--- config.mk ---
export PLATFORM = sky130hd
export DESIGN_NAME = if_stage
export DESIGN_NICKNAME = d
export VERILOG_FILES = /design/src/rtl/mips_if_pkg.sv /design/src/rtl/if_skid.sv /design/src/rtl/if_stage.sv
export SDC_FILE = /design/constraint.sdc
export NUM_CORES = 1
export LEC_CHECK = 0
export ABC_AREA = 1
export BUFFER_PORTS_ARGS = -buffer_cell sky130_fd_sc_hd__buf_4
export CORE_MARGIN = 2
export CORE_UTILIZATION = 40
export DETAILED_ROUTE_END_ITERATION = 16
export MAX_ROUTING_LAYER = met4
export PLACE_DENSITY = 0.59
export SLEW_MARGIN = 15
export SYNTH_ARGS = -nofsm -noshare
export SYNTH_HDL_FRONTEND = slang
export SYNTH_SLANG_ARGS = --single-unit
--- constraint.sdc ---
create_clock -name clk -period 3.29 [get_ports clk]
set_input_delay 0.329 -clock clk [delete_from_list [all_inputs] [get_ports clk]]
set_output_delay 0.329 -clock clk [all_outputs]
set_load 0.1 [all_outputs]
--- src/rtl/mips_if_pkg.sv ---
// Shared types and constants for the MIPS instruction-fetch stage.
package mips_if_pkg;

    typedef enum logic [1:0] {
        S_REQ  = 2'd0,
        S_WAIT = 2'd1,
        S_DROP = 2'd2
    } if_state_t;

    localparam logic [31:0] RESET_PC_DEFAULT = 32'h0000_3000;
    localparam logic [31:0] NOP_INSTR        = 32'h0000_0000;

    typedef struct packed {
        logic [31:0] instr;
        logic [31:0] pc;
    } fetch_entry_t;

    function automatic logic [31:0] align_pc(input logic [31:0] a);
        return a & 32'hFFFF_FFFC;
    endfunction

endpackage

--- src/rtl/if_skid.sv ---
// One-entry hold register that catches a fetched word while decode is stalled.
module if_skid
    import mips_if_pkg::*;
(
    input  logic         clk,
    input  logic         rst,
    input  logic         i_load,
    input  logic         i_pop,
    input  logic         i_clear,
    input  fetch_entry_t i_entry,
    output logic         o_valid,
    output fetch_entry_t o_entry
);

    logic         r_valid;
    fetch_entry_t r_entry;

    always_ff @(posedge clk) begin
        if (rst) begin
            r_valid <= 1'b0;
            r_entry <= '0;
        end else if (i_clear) begin
            r_valid <= 1'b0;
        end else if (i_load) begin
            r_valid <= 1'b1;
            r_entry <= i_entry;
        end else if (i_pop) begin
            r_valid <= 1'b0;
        end
    end

    assign o_valid = r_valid;
    assign o_entry = r_entry;

endmodule

--- src/rtl/if_stage.sv ---
// Instruction-fetch stage: PC, single-outstanding fetch FSM, IF/ID register.
module if_stage
    import mips_if_pkg::*;
#(
    parameter logic [31:0] RESET_PC = RESET_PC_DEFAULT
) (
    input  logic        clk,
    input  logic        rst,
    output logic        imem_req,
    output logic [31:0] imem_addr,
    input  logic        imem_gnt,
    input  logic        imem_rvalid,
    input  logic [31:0] imem_rdata,
    input  logic        stall_i,
    input  logic        redirect_i,
    input  logic [31:0] redirect_pc_i,
    output logic        id_valid_o,
    output logic [31:0] id_instr_o,
    output logic [31:0] id_pc_o,
    output logic [31:0] id_pc4_o
);

    if_state_t    r_state;
    if_state_t    w_nextState;
    logic [31:0]  r_pc;
    fetch_entry_t r_id;
    logic         r_idValid;
    logic [31:0]  r_idPc4;

    logic         w_gnt;
    logic         w_deliver;
    logic         w_holdValid;
    fetch_entry_t w_holdEntry;
    fetch_entry_t w_respEntry;
    logic         w_holdLoad;
    logic         w_holdPop;

    assign imem_req  = !rst && (r_state == S_REQ) && !w_holdValid;
    assign imem_addr = r_pc;
    assign w_gnt     = imem_req && imem_gnt;
    assign w_deliver = (r_state == S_WAIT) && imem_rvalid && !redirect_i;

    // pc already advanced on grant, so the returning word belongs to pc-4
    assign w_respEntry = '{instr: imem_rdata, pc: r_pc - 32'd4};

    assign w_holdLoad = w_deliver && stall_i && r_idValid;
    assign w_holdPop  = !redirect_i && !stall_i && w_holdValid;

    if_skid u_skid (
        .clk     (clk),
        .rst     (rst),
        .i_load  (w_holdLoad),
        .i_pop   (w_holdPop),
        .i_clear (redirect_i),
        .i_entry (w_respEntry),
        .o_valid (w_holdValid),
        .o_entry (w_holdEntry)
    );

    always_comb begin
        w_nextState = r_state;
        case (r_state)
            S_REQ:  if (w_gnt) w_nextState = redirect_i ? S_DROP : S_WAIT;
            S_WAIT: begin
                if (imem_rvalid)     w_nextState = S_REQ;
                else if (redirect_i) w_nextState = S_DROP;
            end
            S_DROP: if (imem_rvalid) w_nextState = S_REQ;
            default: w_nextState = S_REQ;
        endcase
    end

    always_ff @(posedge clk) begin
        if (rst) begin
            r_state <= S_REQ;
            r_pc    <= RESET_PC;
        end else begin
            r_state <= w_nextState;
            if (redirect_i)  r_pc <= align_pc(redirect_pc_i);
            else if (w_gnt)  r_pc <= r_pc + 32'd4;
        end
    end

    // A held word always drains before a new one can arrive, since hold blocks requests
    always_ff @(posedge clk) begin
        if (rst) begin
            r_id      <= '0;
            r_idValid <= 1'b0;
            r_idPc4   <= '0;
        end else if (redirect_i) begin
            r_idValid <= 1'b0;
            r_id.instr <= NOP_INSTR;
        end else if (!stall_i && w_holdValid) begin
            r_id      <= w_holdEntry;
            r_idValid <= 1'b1;
            r_idPc4   <= w_holdEntry.pc + 32'd4;
        end else if (w_deliver && (!stall_i || !r_idValid)) begin
            r_id      <= w_respEntry;
            r_idValid <= 1'b1;
            r_idPc4   <= w_respEntry.pc + 32'd4;
        end else if (!stall_i) begin
            r_idValid <= 1'b0;
            r_id.instr <= NOP_INSTR;
        end
    end

    assign id_valid_o = r_idValid;
    assign id_instr_o = r_id.instr;
    assign id_pc_o    = r_id.pc;
    assign id_pc4_o   = r_idPc4;

endmodule

==> run_summary.xml, run 1 <==
<?xml version="1.0" encoding="UTF-8"?>
<metrics>
  <group name="yosys">
    <metric name="synthTopCellsByArea" unit="">sky130_fd_sc_hd__dfxtp_1, sky130_fd_sc_hd__nand2_1, sky130_fd_sc_hd__nor2_1, sky130_fd_sc_hd__inv_1, sky130_fd_sc_hd__o21ai_0</metric>
    <metric name="ys_async_sr_fraction" unit="%">0</metric>
    <metric name="yosysTopAreaCellShare" unit="%">37.5</metric>
    <metric name="synthCells" unit="">1463</metric>
    <metric name="seq_area_frac_synth" unit="%">37.5</metric>
    <metric name="synth_top_area_cell" unit="">sky130_fd_sc_hd__dfxtp_1</metric>
    <metric name="synthFlopType" unit="">sky130_fd_sc_hd__dfxtp_1</metric>
    <metric name="netlist-cell-type-count" unit="">42</metric>
    <metric name="synthesis.area" unit="µm²">10000</metric>
    <metric name="yosysWarnings" unit="">0</metric>
    <metric name="yosys_register_bits" unit="">188</metric>
    <metric name="synth-edff-count" unit="">0</metric>
    <metric name="postSynthAreaPerCell" unit="µm²">6.85</metric>
  </group>
  <group name="setup_path">
    <metric name="cp.arrival" unit="ns">2.94</metric>
    <metric name="critical_path.cell_chain" unit="">inv_2 &gt; ha_1 &gt; inv_1 &gt; nand2_2 &gt; nand2_4 &gt; ha_1 &gt; nand2_1 &gt; nor2_2 &gt; nand3_2 &gt; nor2_4 &gt; nand3_4 &gt; nor2_8 &gt; nand2_1 &gt; nand2_1 &gt; nand3_1 &gt; nand2_1 &gt; inv_1</metric>
    <metric name="reg2reg_from" unit="">imem_addr[2]$_SDFFE_PP0P_</metric>
    <metric name="timing.critical_path.from_type" unit="">flop</metric>
    <metric name="critical_path.max_fanout" unit="">8</metric>
    <metric name="end_kind" unit="">flop</metric>
    <metric name="timing.reg2reg.worst_path_depth" unit="">17</metric>
    <metric name="timing_worst_setup_path_type" unit="">flop to flop</metric>
    <metric name="slowest_delay" unit="ns">0.44</metric>
    <metric name="crit_top_cell" unit="">sky130_fd_sc_hd__nand2_1</metric>
    <metric name="crit_path_max_delay_cell_type" unit="">sky130_fd_sc_hd__dfxtp_1</metric>
    <metric name="setup.reg_to_reg.worst_slack" unit="ns">0.69</metric>
    <metric name="crit-reg2reg-capture" unit="">id_pc4_o[24]$_SDFFE_PP0P_</metric>
    <metric name="cp.required" unit="ns">3.63</metric>
  </group>
  <group name="detailed_routing">
    <metric name="postRouteAntennaNets" unit="">0</metric>
    <metric name="num_vias" unit="">9610</metric>
    <metric name="remaining_drc_errors" unit="">0</metric>
    <metric name="postRouteWirelength" unit="mm">28.1</metric>
    <metric name="initialDrtViolationCount" unit="">578</metric>
    <metric name="dr.pass1.iters" unit="">7</metric>
    <metric name="detail_route.vias_per_cell" unit="">4.97</metric>
    <metric name="avgRoutedWirePerCell" unit="µm">14.5</metric>
  </group>
  <group name="sta">
    <metric name="fmaxAchievable" unit="GHz">0.385</metric>
    <metric name="worst_slew_pin_slew" unit="ns">1.06</metric>
    <metric name="slew-limit-headroom" unit="%">29.3</metric>
    <metric name="grt_setup_unrepaired" unit="">no</metric>
    <metric name="report.final.slew_viol_count" unit="">0</metric>
    <metric name="finalHoldWorstSlack" unit="ns">0.112</metric>
    <metric name="fin_crit" unit="ns">2.60</metric>
    <metric name="finalHoldViolations" unit="">0</metric>
    <metric name="worst_clock_skew" unit="ns">0.0196</metric>
    <metric name="setup-violations-final" unit="">0</metric>
    <metric name="post-route-worst-setup-slack" unit="ns">0.690</metric>
    <metric name="finalCritPeriodShare" unit="%">79.0</metric>
    <metric name="setup-tns-final" unit="ns">0</metric>
  </group>
  <group name="global_routing">
    <metric name="grt-ovfl-total" unit="">0</metric>
    <metric name="grt.met2_usage" unit="%">38.1</metric>
    <metric name="grt_antenna_before_repair" unit="">0</metric>
    <metric name="global_route.usage.total" unit="%">22.2</metric>
    <metric name="pin_count_of_the_biggest_net_entering_global_routing" unit="">75</metric>
    <metric name="number_of_global_route_vias_before_repair" unit="">9131</metric>
    <metric name="grt_busiest_layer" unit="">met2</metric>
    <metric name="use_met3" unit="%">4.76</metric>
    <metric name="grt_first_pass_wirelength" unit="mm">45.9</metric>
    <metric name="use_met1" unit="%">26.9</metric>
  </group>
  <group name="die">
    <metric name="rows" unit="">57</metric>
    <metric name="die_h" unit="µm">162</metric>
    <metric name="starting_utilization_of_the_core_area" unit="%">41.0</metric>
    <metric name="full_die_area" unit="µm²">26400</metric>
    <metric name="die_w" unit="µm">162</metric>
    <metric name="ios" unit="">200</metric>
    <metric name="floorplan.core_area" unit="µm²">24500</metric>
  </group>
  <group name="min_path">
    <metric name="holdPathEnd" unit="">imem_addr[12]$_SDFFE_PP1P_</metric>
    <metric name="hold_path_class" unit="">input port to flop</metric>
    <metric name="min_path_cells" unit="">3</metric>
    <metric name="hold_path_startpoint" unit="">redirect_pc_i[12]</metric>
  </group>
  <group name="clock_network">
    <metric name="tritoncts" unit="">done</metric>
    <metric name="post_cts_resized" unit="">0</metric>
    <metric name="cts_post_setup_buffers_inserted" unit="">0</metric>
    <metric name="clkTransAtPathRegs" unit="ns">0.08</metric>
    <metric name="cts-htree-levels" unit="">4</metric>
    <metric name="cts-hold-fix-buffers" unit="">0</metric>
    <metric name="worstSkewPairLatency" unit="ns">0.45</metric>
    <metric name="cts_sinks" unit="">188</metric>
    <metric name="cts_buffers" unit="">17</metric>
    <metric name="cts.root.buffer_cell" unit="">sky130_fd_sc_hd__clkbuf_16</metric>
    <metric name="max-clock-path-buffers" unit="">2</metric>
  </group>
  <group name="placed_design">
    <metric name="detailed_place.area" unit="µm²">11600</metric>
    <metric name="placement.io_buffers" unit="">191</metric>
    <metric name="worst_slack_at_placement" unit="ns">0.693</metric>
    <metric name="placed_cells" unit="">1903</metric>
    <metric name="gp_routability_congestion" unit="">0.900</metric>
    <metric name="detailedPlacementHpwl" unit="mm">20.2</metric>
  </group>
  <group name="cells_and_area">
    <metric name="synthToLayoutAreaGrowth" unit="%">21.8</metric>
    <metric name="layout_common_cells" unit="">sky130_fd_sc_hd__nand2_1, sky130_fd_sc_hd__buf_4, sky130_fd_sc_hd__nor2_1</metric>
    <metric name="instances_no_fill" unit="">1935</metric>
    <metric name="finalCoreUtilization" unit="%">49.9</metric>
    <metric name="final_nets" unit="">1671</metric>
    <metric name="share_of_layout_cells_above_drive_strength_1" unit="%">21.0</metric>
    <metric name="antenna-diode-count" unit="">0</metric>
    <metric name="num-fill-cells" unit="">2494</metric>
    <metric name="final_cell_area" unit="µm²">12200</metric>
    <metric name="layout_commonest_cell" unit="">sky130_fd_sc_hd__nand2_1</metric>
  </group>
  <group name="job">
    <metric name="max-cap-violations" unit="">0</metric>
  </group>
  <group name="power">
    <metric name="peakVddDrop" unit="V">0.000358</metric>
    <metric name="static-leakage-power" unit="nW">5.80</metric>
    <metric name="power_density" unit="nW/µm²">455</metric>
    <metric name="power.total" unit="mW">5.56</metric>
  </group>
  <group name="run_status">
    <metric name="outcome" unit="">finished, final reports clean</metric>
  </group>
</metrics>
==> layout make-up <==
type | count | area, µm² | area share [%]
tap | 324 | 405 | 3.32
clock inverter | 15 | 198 | 1.62
sequential | 188 | 3760 | 30.8
clock buffer | 17 | 425 | 3.48
multi-input combinational | 1021 | 5250 | 43.0
inverter | 165 | 619 | 5.07
timing repair buffer | 205 | 1550 | 12.7
==> cell usage after synthesis (16+ instances only) <==
cell type,number
sky130_fd_sc_hd__dfxtp_1,188
sky130_fd_sc_hd__o211ai_1,20
sky130_fd_sc_hd__nor2_1,201
sky130_fd_sc_hd__nand2_2,16
sky130_fd_sc_hd__nand4_1,17
sky130_fd_sc_hd__buf_2,17
sky130_fd_sc_hd__a31oi_1,28
sky130_fd_sc_hd__nand2_1,304
sky130_fd_sc_hd__inv_1,151
sky130_fd_sc_hd__xor2_1,23
sky130_fd_sc_hd__nand3_1,84
sky130_fd_sc_hd__o21ai_0,108
sky130_fd_sc_hd__a221oi_1,30
sky130_fd_sc_hd__a21oi_1,75
sky130_fd_sc_hd__nor3_1,17
sky130_fd_sc_hd__clkbuf_1,55
==> report_power, final <==
part           switching [mW]  internal [mW]  total [mW]
registers              0.0713           2.31        2.38
logic                   0.735          0.257       0.992
clock network            1.12           1.06        2.18
==> routing by layer <==
layer | share of wire, % | vias to the layer above | wire [µm]
li1 | - | 5009 | -
met1 | 43 | 4371 | 12200
met2 | 49 | 203 | 13900
met3 | 6.1 | 27 | 1720
met4 | 1.2 | 0 | 336
met5 | 0 | - | 0
==> flip-flops by register name, summed over array words and instances (netlist names) <==
register / cells
id_instr_o: 32
id_pc4_o: 30
id_valid_o: 1
u_skid.o_entry: 62
id_pc_o: 30
imem_addr: 30
r_state: 2
u_skid.o_valid: 1
==> critical path, delay by kind of cell, from the launching register on <==
family / cells / cell delay [ns]
adder cells (fa/ha/maj): 2 / 0.54
buffers and inverters: 3 / 0.24
AND/OR/NAND/NOR: 12 / 1.27
flip-flops: 1 / 0.44
==> cells by family after synthesis <==
group | share of synthesized area (%)
flops | 37.5
other cells | 0.0374
xor+xnor | 2.01
compound gates | 16.3
fa+ha+maj | 0.374
simple gates | 33.2
buf+inv | 10.6
==> worst max-delay path by stage <==
stage | from | to | depth (start not counted)
2_1_floorplan | imem_addr[2]$_SDFFE_PP0P_ | id_pc4_o[24]$_SDFFE_PP0P_ | 17
3_3_place_gp | imem_addr[2]$_SDFFE_PP0P_ | id_pc4_o[30]$_SDFFE_PP0P_ | 17
3_5_place_dp | imem_addr[2]$_SDFFE_PP0P_ | id_pc4_o[24]$_SDFFE_PP0P_ | 17
4_1_cts | imem_addr[2]$_SDFFE_PP0P_ | id_pc4_o[30]$_SDFFE_PP0P_ | 17
5_1_grt | imem_addr[2]$_SDFFE_PP0P_ | id_pc4_o[30]$_SDFFE_PP0P_ | 17
6_report | imem_addr[2]$_SDFFE_PP0P_ | id_pc4_o[24]$_SDFFE_PP0P_ | 17
(Power assumes the default switching activity.)
==> run 2: changes to the inputs <==
clock period = 2.6 ns   (was 3.29 ns; I/O delays follow)
==> run 2 against run 1 <==
Clock skew shrank 0.0037 ns. Fmax is 9.7% higher. Critical path depth unchanged. Wire length rose by 2.6%. Largest cell class unchanged. Largest power group unchanged. Critical path type unchanged.
==> run_summary.xml, run 2 (synthesis results as in run 1) <==
<?xml version="1.0" encoding="UTF-8"?>
<metrics>
  <group name="setup_path">
    <metric name="cp.required" unit="ns">2.94</metric>
    <metric name="timing_worst_setup_path_type" unit="">flop to flop</metric>
    <metric name="timing.reg2reg.worst_path_depth" unit="">17</metric>
    <metric name="cp.arrival" unit="ns">2.71</metric>
    <metric name="end_kind" unit="">flop</metric>
    <metric name="setup.reg_to_reg.worst_slack" unit="ns">0.23</metric>
    <metric name="crit-reg2reg-capture" unit="">id_pc4_o[26]$_SDFFE_PP0P_</metric>
    <metric name="reg2reg_from" unit="">imem_addr[2]$_SDFFE_PP0P_</metric>
    <metric name="timing.critical_path.from_type" unit="">flop</metric>
    <metric name="critical_path.max_fanout" unit="">8</metric>
  </group>
  <group name="clock_network">
    <metric name="worstSkewPairLatency" unit="ns">0.45</metric>
    <metric name="cts_sinks" unit="">188</metric>
    <metric name="max-clock-path-buffers" unit="">2</metric>
    <metric name="tritoncts" unit="">done</metric>
    <metric name="cts.root.buffer_cell" unit="">sky130_fd_sc_hd__clkbuf_16</metric>
    <metric name="cts-htree-levels" unit="">4</metric>
    <metric name="cts_buffers" unit="">17</metric>
    <metric name="clkTransAtPathRegs" unit="ns">0.08</metric>
  </group>
  <group name="cells_and_area">
    <metric name="share_of_layout_cells_above_drive_strength_1" unit="%">23.0</metric>
    <metric name="antenna-diode-count" unit="">0</metric>
    <metric name="synthToLayoutAreaGrowth" unit="%">23.5</metric>
    <metric name="layout_common_cells" unit="">sky130_fd_sc_hd__nand2_1, sky130_fd_sc_hd__buf_4, sky130_fd_sc_hd__nor2_1</metric>
    <metric name="instances_no_fill" unit="">1947</metric>
    <metric name="layout_commonest_cell" unit="">sky130_fd_sc_hd__nand2_1</metric>
    <metric name="final_nets" unit="">1683</metric>
    <metric name="largest_register_ffs" unit="">62</metric>
  </group>
  <group name="detailed_routing">
    <metric name="dr.pass1.iters" unit="">5</metric>
    <metric name="remaining_drc_errors" unit="">0</metric>
    <metric name="detail_route.vias_per_cell" unit="">5.03</metric>
    <metric name="postRouteWirelength" unit="mm">28.9</metric>
    <metric name="avgRoutedWirePerCell" unit="µm">14.8</metric>
    <metric name="initialDrtViolationCount" unit="">535</metric>
    <metric name="postRouteAntennaNets" unit="">0</metric>
    <metric name="num_vias" unit="">9796</metric>
  </group>
  <group name="sta">
    <metric name="setup-violations-final" unit="">0</metric>
    <metric name="finalHoldViolations" unit="">0</metric>
    <metric name="finalHoldWorstSlack" unit="ns">0.0441</metric>
    <metric name="fmaxAchievable" unit="GHz">0.422</metric>
    <metric name="grt_setup_unrepaired" unit="">no</metric>
    <metric name="fin_crit" unit="ns">2.37</metric>
    <metric name="worst_slew_pin_slew" unit="ns">0.769</metric>
    <metric name="slew-limit-headroom" unit="%">48.7</metric>
    <metric name="worst_clock_skew" unit="ns">0.0159</metric>
    <metric name="report.final.slew_viol_count" unit="">0</metric>
    <metric name="finalCritPeriodShare" unit="%">91.2</metric>
    <metric name="setup-tns-final" unit="ns">0</metric>
  </group>
  <group name="power">
    <metric name="power.switching_fraction" unit="%">33.9</metric>
    <metric name="power_density" unit="nW/µm²">570</metric>
    <metric name="cellInternalPower" unit="mW">4.67</metric>
    <metric name="sequentialPowerShare" unit="%">42.7</metric>
    <metric name="clockPowerShare" unit="%">39.0</metric>
    <metric name="static-leakage-power" unit="nW">5.87</metric>
    <metric name="combinationalPowerShare" unit="%">18.3</metric>
    <metric name="peakVddDrop" unit="V">0.000332</metric>
    <metric name="p_sw" unit="mW">2.40</metric>
  </group>
  <group name="placed_design">
    <metric name="detailedPlacementHpwl" unit="mm">20.7</metric>
    <metric name="gp_routability_congestion" unit="">0.894</metric>
    <metric name="placement.io_buffers" unit="">191</metric>
    <metric name="placed_cells" unit="">1914</metric>
  </group>
  <group name="die">
    <metric name="starting_utilization_of_the_core_area" unit="%">41.0</metric>
    <metric name="rows" unit="">57</metric>
    <metric name="floorplan.core_area" unit="µm²">24500</metric>
    <metric name="ios" unit="">200</metric>
    <metric name="full_die_area" unit="µm²">26400</metric>
    <metric name="die_w" unit="µm">162</metric>
    <metric name="die_h" unit="µm">162</metric>
  </group>
  <group name="min_path">
    <metric name="hold_path_startpoint" unit="">imem_rdata[20]</metric>
    <metric name="hold_path_class" unit="">input port to flop</metric>
    <metric name="min_path_cells" unit="">3</metric>
    <metric name="holdPathEnd" unit="">u_skid.o_entry[52]$_SDFFE_PP0P_</metric>
  </group>
  <group name="global_routing">
    <metric name="grt-ovfl-total" unit="">0</metric>
    <metric name="grt_antenna_before_repair" unit="">0</metric>
    <metric name="global_route.usage.total" unit="%">22.7</metric>
    <metric name="pin_count_of_the_biggest_net_entering_global_routing" unit="">80</metric>
    <metric name="grt_first_pass_wirelength" unit="mm">47.1</metric>
    <metric name="number_of_global_route_vias_before_repair" unit="">9512</metric>
  </group>
  <group name="run_status">
    <metric name="outcome" unit="">finished, final reports clean</metric>
  </group>
  <group name="job">
    <metric name="max-cap-violations" unit="">0</metric>
  </group>
</metrics>
run 2: area by class of cell:
class                           instances  area [µm²]
Tap cell                              324         405
Sequential cell                       188        3780
Multi-Input combinational cell       1021        5290
Timing Repair Buffer                  217        1670
Clock inverter                         15         190
Fill cell                            2548       12100
Inverter                              165         619
Clock buffer                           17         425
run 2: power groups by stage:
| stage | sequential (mW) | clock [mW] | combinational (mW) |
|---|---|---|---|
| 3_5_place_dp | 3.08 | 0 | 1.29 |
| 2_1_floorplan | 3.37 | 0 | 0.669 |
| 4_1_cts | 3.02 | 2.81 | 1.29 |
| 6_report | 3.02 | 2.75 | 1.29 |
| 5_1_grt | 3.02 | 2.92 | 1.40 |
| 3_3_place_gp | 3.08 | 0 | 1.28 |
run 2: worst max path at each step:
stage                                startpoint                    endpoint  slack (ns)  depth (start not counted)
global route          imem_addr[2]$_SDFFE_PP0P_   id_pc4_o[26]$_SDFFE_PP0P_        0.03                         17
CTS                   imem_addr[2]$_SDFFE_PP0P_   id_pc4_o[27]$_SDFFE_PP0P_        0.11                         17
global placement      imem_addr[2]$_SDFFE_PP0P_   id_pc4_o[31]$_SDFFE_PP0P_        0.18                         17
detailed placement    imem_addr[2]$_SDFFE_PP0P_   id_pc4_o[31]$_SDFFE_PP0P_        0.13                         17
floorplan           u_skid.o_valid$_SDFFE_PP0P_  imem_addr[25]$_SDFFE_PP0P_      -0.009                          7
finish                imem_addr[2]$_SDFFE_PP0P_   id_pc4_o[26]$_SDFFE_PP0P_        0.23                         17
run 2: per-stage QoR:
| step | total power [mW] | utilization (%) | setup WS [ns] | instance area [µm²] |
|---|---|---|---|---|
| after CTS | 7.12 | 50.4 | 0.111 | 12300 |
| after floorplan | 4.04 | - | -0.00894 | 10100 |
| after detailed placement | 4.37 | 47.9 | 0.132 | 11700 |
| final | 7.06 | 50.6 | 0.229 | 12400 |
| after global placement | 4.36 | 47.9 | 0.179 | 11700 |
| after global routing | 7.35 | 50.6 | 0.0255 | 12400 |
run 2: what timing repair did:
| item | CTS | global route |
|---|---|---|
| setup endpoints to repair | 0 | 11 |
| buffers inserted | 0 | 1 |
| hold buffers | 0 | 0 |
| resized for setup | 0 | 9 |
run 2: layer usage:
metal  part of all wire, %  up-vias  global-route usage, %
met2                    51      217                   40.8
met4                   1.1        0                   4.71
met5                     0        -                      -
met1                    43     4520                   26.8
li1                      -     5032                      -
met3                   4.5       27                   3.95
run 2: worst max-delay path, cell delays in order, from the launching register on:
cell	delay, ns
sky130_fd_sc_hd__dfxtp_4	0.37
sky130_fd_sc_hd__inv_2	0.16
sky130_fd_sc_hd__ha_4	0.23
sky130_fd_sc_hd__inv_1	0.06
sky130_fd_sc_hd__nand2_2	0.07
sky130_fd_sc_hd__nand2_4	0.10
sky130_fd_sc_hd__ha_1	0.18
sky130_fd_sc_hd__nand2_1	0.08
sky130_fd_sc_hd__nor2_2	0.13
sky130_fd_sc_hd__nand3_2	0.12
sky130_fd_sc_hd__nor2_4	0.17
sky130_fd_sc_hd__nand3_4	0.14
sky130_fd_sc_hd__nor2_8	0.16
sky130_fd_sc_hd__nand2_1	0.07
sky130_fd_sc_hd__nand2_1	0.06
sky130_fd_sc_hd__nand3_1	0.06
sky130_fd_sc_hd__nand2_1	0.06
sky130_fd_sc_hd__inv_1	0.04
==> run 3: changes to the inputs <==
GPL_TIMING_DRIVEN = 0   (was unset)
REMOVE_ABC_BUFFERS = 1   (was unset)
==> run 3 against run 2 <==
Non-clock buffer count is 10 lower. Power increased by 0.71%. Wire length increased by 11%. Core utilization up 0.44 points. Clock-buffer cell count stayed put. Sequential share of layout area fell by 0.24 points. Sequential power is essentially flat. Combinational power about the same. Critical endpoint is now id_pc4_o[27]$_SDFFE_PP0P_. Largest power group unchanged. Highest routed layer unchanged.
==> run_summary.xml, run 3 (synthesis results as in run 1) <==
<?xml version="1.0" encoding="UTF-8"?>
<metrics>
  <group name="run_status">
    <metric name="outcome" unit="">finished, final reports clean</metric>
  </group>
  <group name="setup_path">
    <metric name="cp.required" unit="ns">2.99</metric>
    <metric name="timing.critical_path.from_type" unit="">flop</metric>
    <metric name="timing_worst_setup_path_type" unit="">flop to flop</metric>
    <metric name="cp_num_buf_inv" unit="">3</metric>
    <metric name="cp.arrival" unit="ns">2.82</metric>
    <metric name="critical-path-top-delay-family" unit="">simple AND/OR/NAND/NOR gates</metric>
    <metric name="end_kind" unit="">flop</metric>
    <metric name="critical_path.cell_chain" unit="">nand2_1 &gt; nor3_4 &gt; nand2_2 &gt; nand2_8 &gt; inv_2 &gt; buf_12 &gt; a21oi_1 &gt; nand3_1 &gt; nand3_1 &gt; nand2_1 &gt; inv_1</metric>
    <metric name="slowest_delay" unit="ns">0.43</metric>
    <metric name="timing.reg2reg.worst_path_depth" unit="">11</metric>
    <metric name="critical_path.max_fanout" unit="">31</metric>
    <metric name="worstSetupPathDepth" unit="">11</metric>
    <metric name="crit_path_max_delay_cell_type" unit="">sky130_fd_sc_hd__dfxtp_1</metric>
  </group>
  <group name="global_routing">
    <metric name="grt_antenna_before_repair" unit="">0</metric>
    <metric name="grt_first_pass_wirelength" unit="mm">49.3</metric>
    <metric name="global_route.usage.total" unit="%">24.3</metric>
    <metric name="pin_count_of_the_biggest_net_entering_global_routing" unit="">76</metric>
    <metric name="number_of_global_route_vias_before_repair" unit="">9351</metric>
    <metric name="grt-ovfl-total" unit="">0</metric>
  </group>
  <group name="cells_and_area">
    <metric name="share_of_layout_cells_above_drive_strength_1" unit="%">23.4</metric>
    <metric name="antenna-diode-count" unit="">0</metric>
    <metric name="largest_register_ffs" unit="">62</metric>
    <metric name="finalCoreUtilization" unit="%">51.1</metric>
    <metric name="synthToLayoutAreaGrowth" unit="%">24.5</metric>
    <metric name="layout_common_cells" unit="">sky130_fd_sc_hd__nand2_1, sky130_fd_sc_hd__buf_4, sky130_fd_sc_hd__nor2_1</metric>
    <metric name="num-fill-cells" unit="">2481</metric>
    <metric name="layout_commonest_cell" unit="">sky130_fd_sc_hd__nand2_1</metric>
    <metric name="final_nets" unit="">1681</metric>
    <metric name="final_cell_area" unit="µm²">12500</metric>
  </group>
  <group name="die">
    <metric name="die_h" unit="µm">162</metric>
    <metric name="starting_utilization_of_the_core_area" unit="%">41.0</metric>
    <metric name="ios" unit="">200</metric>
    <metric name="die_w" unit="µm">162</metric>
    <metric name="floorplan.core_area" unit="µm²">24500</metric>
    <metric name="full_die_area" unit="µm²">26400</metric>
    <metric name="rows" unit="">57</metric>
  </group>
  <group name="placed_design">
    <metric name="detailedPlacementHpwl" unit="mm">21.1</metric>
    <metric name="placement.io_buffers" unit="">191</metric>
    <metric name="worst_slack_at_placement" unit="ns">-0.759</metric>
    <metric name="gp_routability_congestion" unit="">0.925</metric>
    <metric name="detailed_place.area" unit="µm²">11600</metric>
  </group>
  <group name="sta">
    <metric name="fmaxAchievable" unit="GHz">0.413</metric>
    <metric name="worst_slew_pin_slew" unit="ns">1.16</metric>
    <metric name="setup-tns-final" unit="ns">0</metric>
    <metric name="fin_crit" unit="ns">2.42</metric>
    <metric name="worst_clock_skew" unit="ns">0.0132</metric>
    <metric name="report.final.slew_viol_count" unit="">0</metric>
    <metric name="slew-limit-headroom" unit="%">22.3</metric>
    <metric name="finalHoldViolations" unit="">0</metric>
    <metric name="setup-violations-final" unit="">0</metric>
    <metric name="finalCritPeriodShare" unit="%">93.2</metric>
    <metric name="post-route-worst-setup-slack" unit="ns">0.176</metric>
  </group>
  <group name="power">
    <metric name="p_sw" unit="mW">2.51</metric>
    <metric name="combinationalPowerShare" unit="%">18.6</metric>
    <metric name="power_density" unit="nW/µm²">569</metric>
    <metric name="peakVddDrop" unit="V">0.000364</metric>
    <metric name="clockPowerShare" unit="%">39.0</metric>
    <metric name="cellInternalPower" unit="mW">4.61</metric>
    <metric name="sequentialPowerShare" unit="%">42.5</metric>
    <metric name="power.switching_fraction" unit="%">35.2</metric>
    <metric name="static-leakage-power" unit="nW">5.85</metric>
  </group>
  <group name="detailed_routing">
    <metric name="initialDrtViolationCount" unit="">699</metric>
    <metric name="remaining_drc_errors" unit="">0</metric>
    <metric name="detail_route.vias_per_cell" unit="">5.12</metric>
    <metric name="num_vias" unit="">9961</metric>
    <metric name="avgRoutedWirePerCell" unit="µm">16.5</metric>
    <metric name="postRouteWirelength" unit="mm">32.1</metric>
    <metric name="postRouteAntennaNets" unit="">0</metric>
    <metric name="dr.pass1.iters" unit="">5</metric>
  </group>
  <group name="min_path">
    <metric name="hold_path_class" unit="">input port to flop</metric>
    <metric name="min_path_cells" unit="">3</metric>
  </group>
  <group name="clock_network">
    <metric name="cts-htree-levels" unit="">4</metric>
    <metric name="worstSkewPairLatency" unit="ns">0.45</metric>
    <metric name="cts_sinks" unit="">188</metric>
    <metric name="max-clock-path-buffers" unit="">2</metric>
    <metric name="tritoncts" unit="">done</metric>
    <metric name="cts.root.buffer_cell" unit="">sky130_fd_sc_hd__clkbuf_16</metric>
    <metric name="cts_buffers" unit="">17</metric>
    <metric name="clkTransAtPathRegs" unit="ns">0.09</metric>
  </group>
  <group name="job">
    <metric name="max-cap-violations" unit="">0</metric>
  </group>
</metrics>
## run 3: cell count changes in the layout (fill, tap and decap cells not counted), sizes merged
cell | previous run | this run
buf | 217 | 207
clkinvlp | 0 | 4
nor2 | 232 | 236
nand2 | 330 | 332
bufinv | 1 | 0
inv | 172 | 171
## run 3: final timing paths
kind | startpoint | endpoint | slack [ns]
hold reg to reg | u_skid.o_entry[5]$_SDFFE_PP0P_ | u_skid.o_entry[5]$_SDFFE_PP0P_ | 0.46
setup / recovery | r_state[0]$_SDFFE_PP0P_ | id_pc4_o[27]$_SDFFE_PP0P_ | 0.18
setup reg to reg | r_state[0]$_SDFFE_PP0P_ | id_pc4_o[27]$_SDFFE_PP0P_ | 0.18
hold / removal | imem_rdata[21] | u_skid.o_entry[53]$_SDFFE_PP0P_ | 0.04
## run 3: final cells by class
class,count,area [µm²],area share [%]
clock inverters,15,203,1.62
flip-flops and latches,188,3790,30.3
clock buffers,17,425,3.41
repair buffers,207,1630,13.1
well taps,324,405,3.25
multi-input cells,1027,5390,43.1
inverters,165,634,5.08
repair inverters,2,15.0,0.120
## run 3: routing by layer
layer | vias up | routed length (µm) | track usage, %
li1 | 5045 | - | -
met1 | 4672 | 14300 | 30.1
met2 | 222 | 15300 | 39.3
met3 | 22 | 2040 | 6.65
met4 | 0 | 522 | 6.03
met5 | - | 0 | -
## run 3: power by group through the flow
| stage | Combinational [mW] | Sequential, mW | Clock, mW |
|---|---|---|---|
| global route | 1.42 | 3.03 | 2.93 |
| global placement | 1.25 | 3.08 | 0 |
| CTS | 1.28 | 3.02 | 2.82 |
| finish | 1.32 | 3.02 | 2.77 |
| detailed placement | 1.27 | 3.08 | 0 |
| floorplan | 0.584 | 3.39 | 0 |
## run 3: timing repair
item | 4_1_cts | 5_1_grt
buffers inserted | 1 | 10
gates resized for setup | 6 | 35
hold buffers | 0 | 0
cloned | 3 | 5
pin swaps | 2 | 11
hold endpoints to repair | 0 | 0
endpoints found under the setup margin | 42 | 37
## run 3: tightest hold or removal path: cells and delay by family
family / cells / cell delay, ns
AND/OR/NAND/NOR: 2 / 0.13
buffers and inverters: 1 / 0.09
## run 3: stage by stage
stage	hold slack (ns)	power, mW	cells
CTS	0.0295	7.12	1930
finish	0.0430	7.11	1945
global route	0.0551	7.38	1945
global placement	0.436	4.34	1889
detailed placement	0.442	4.35	1894
floorplan	0.329	3.98	1374
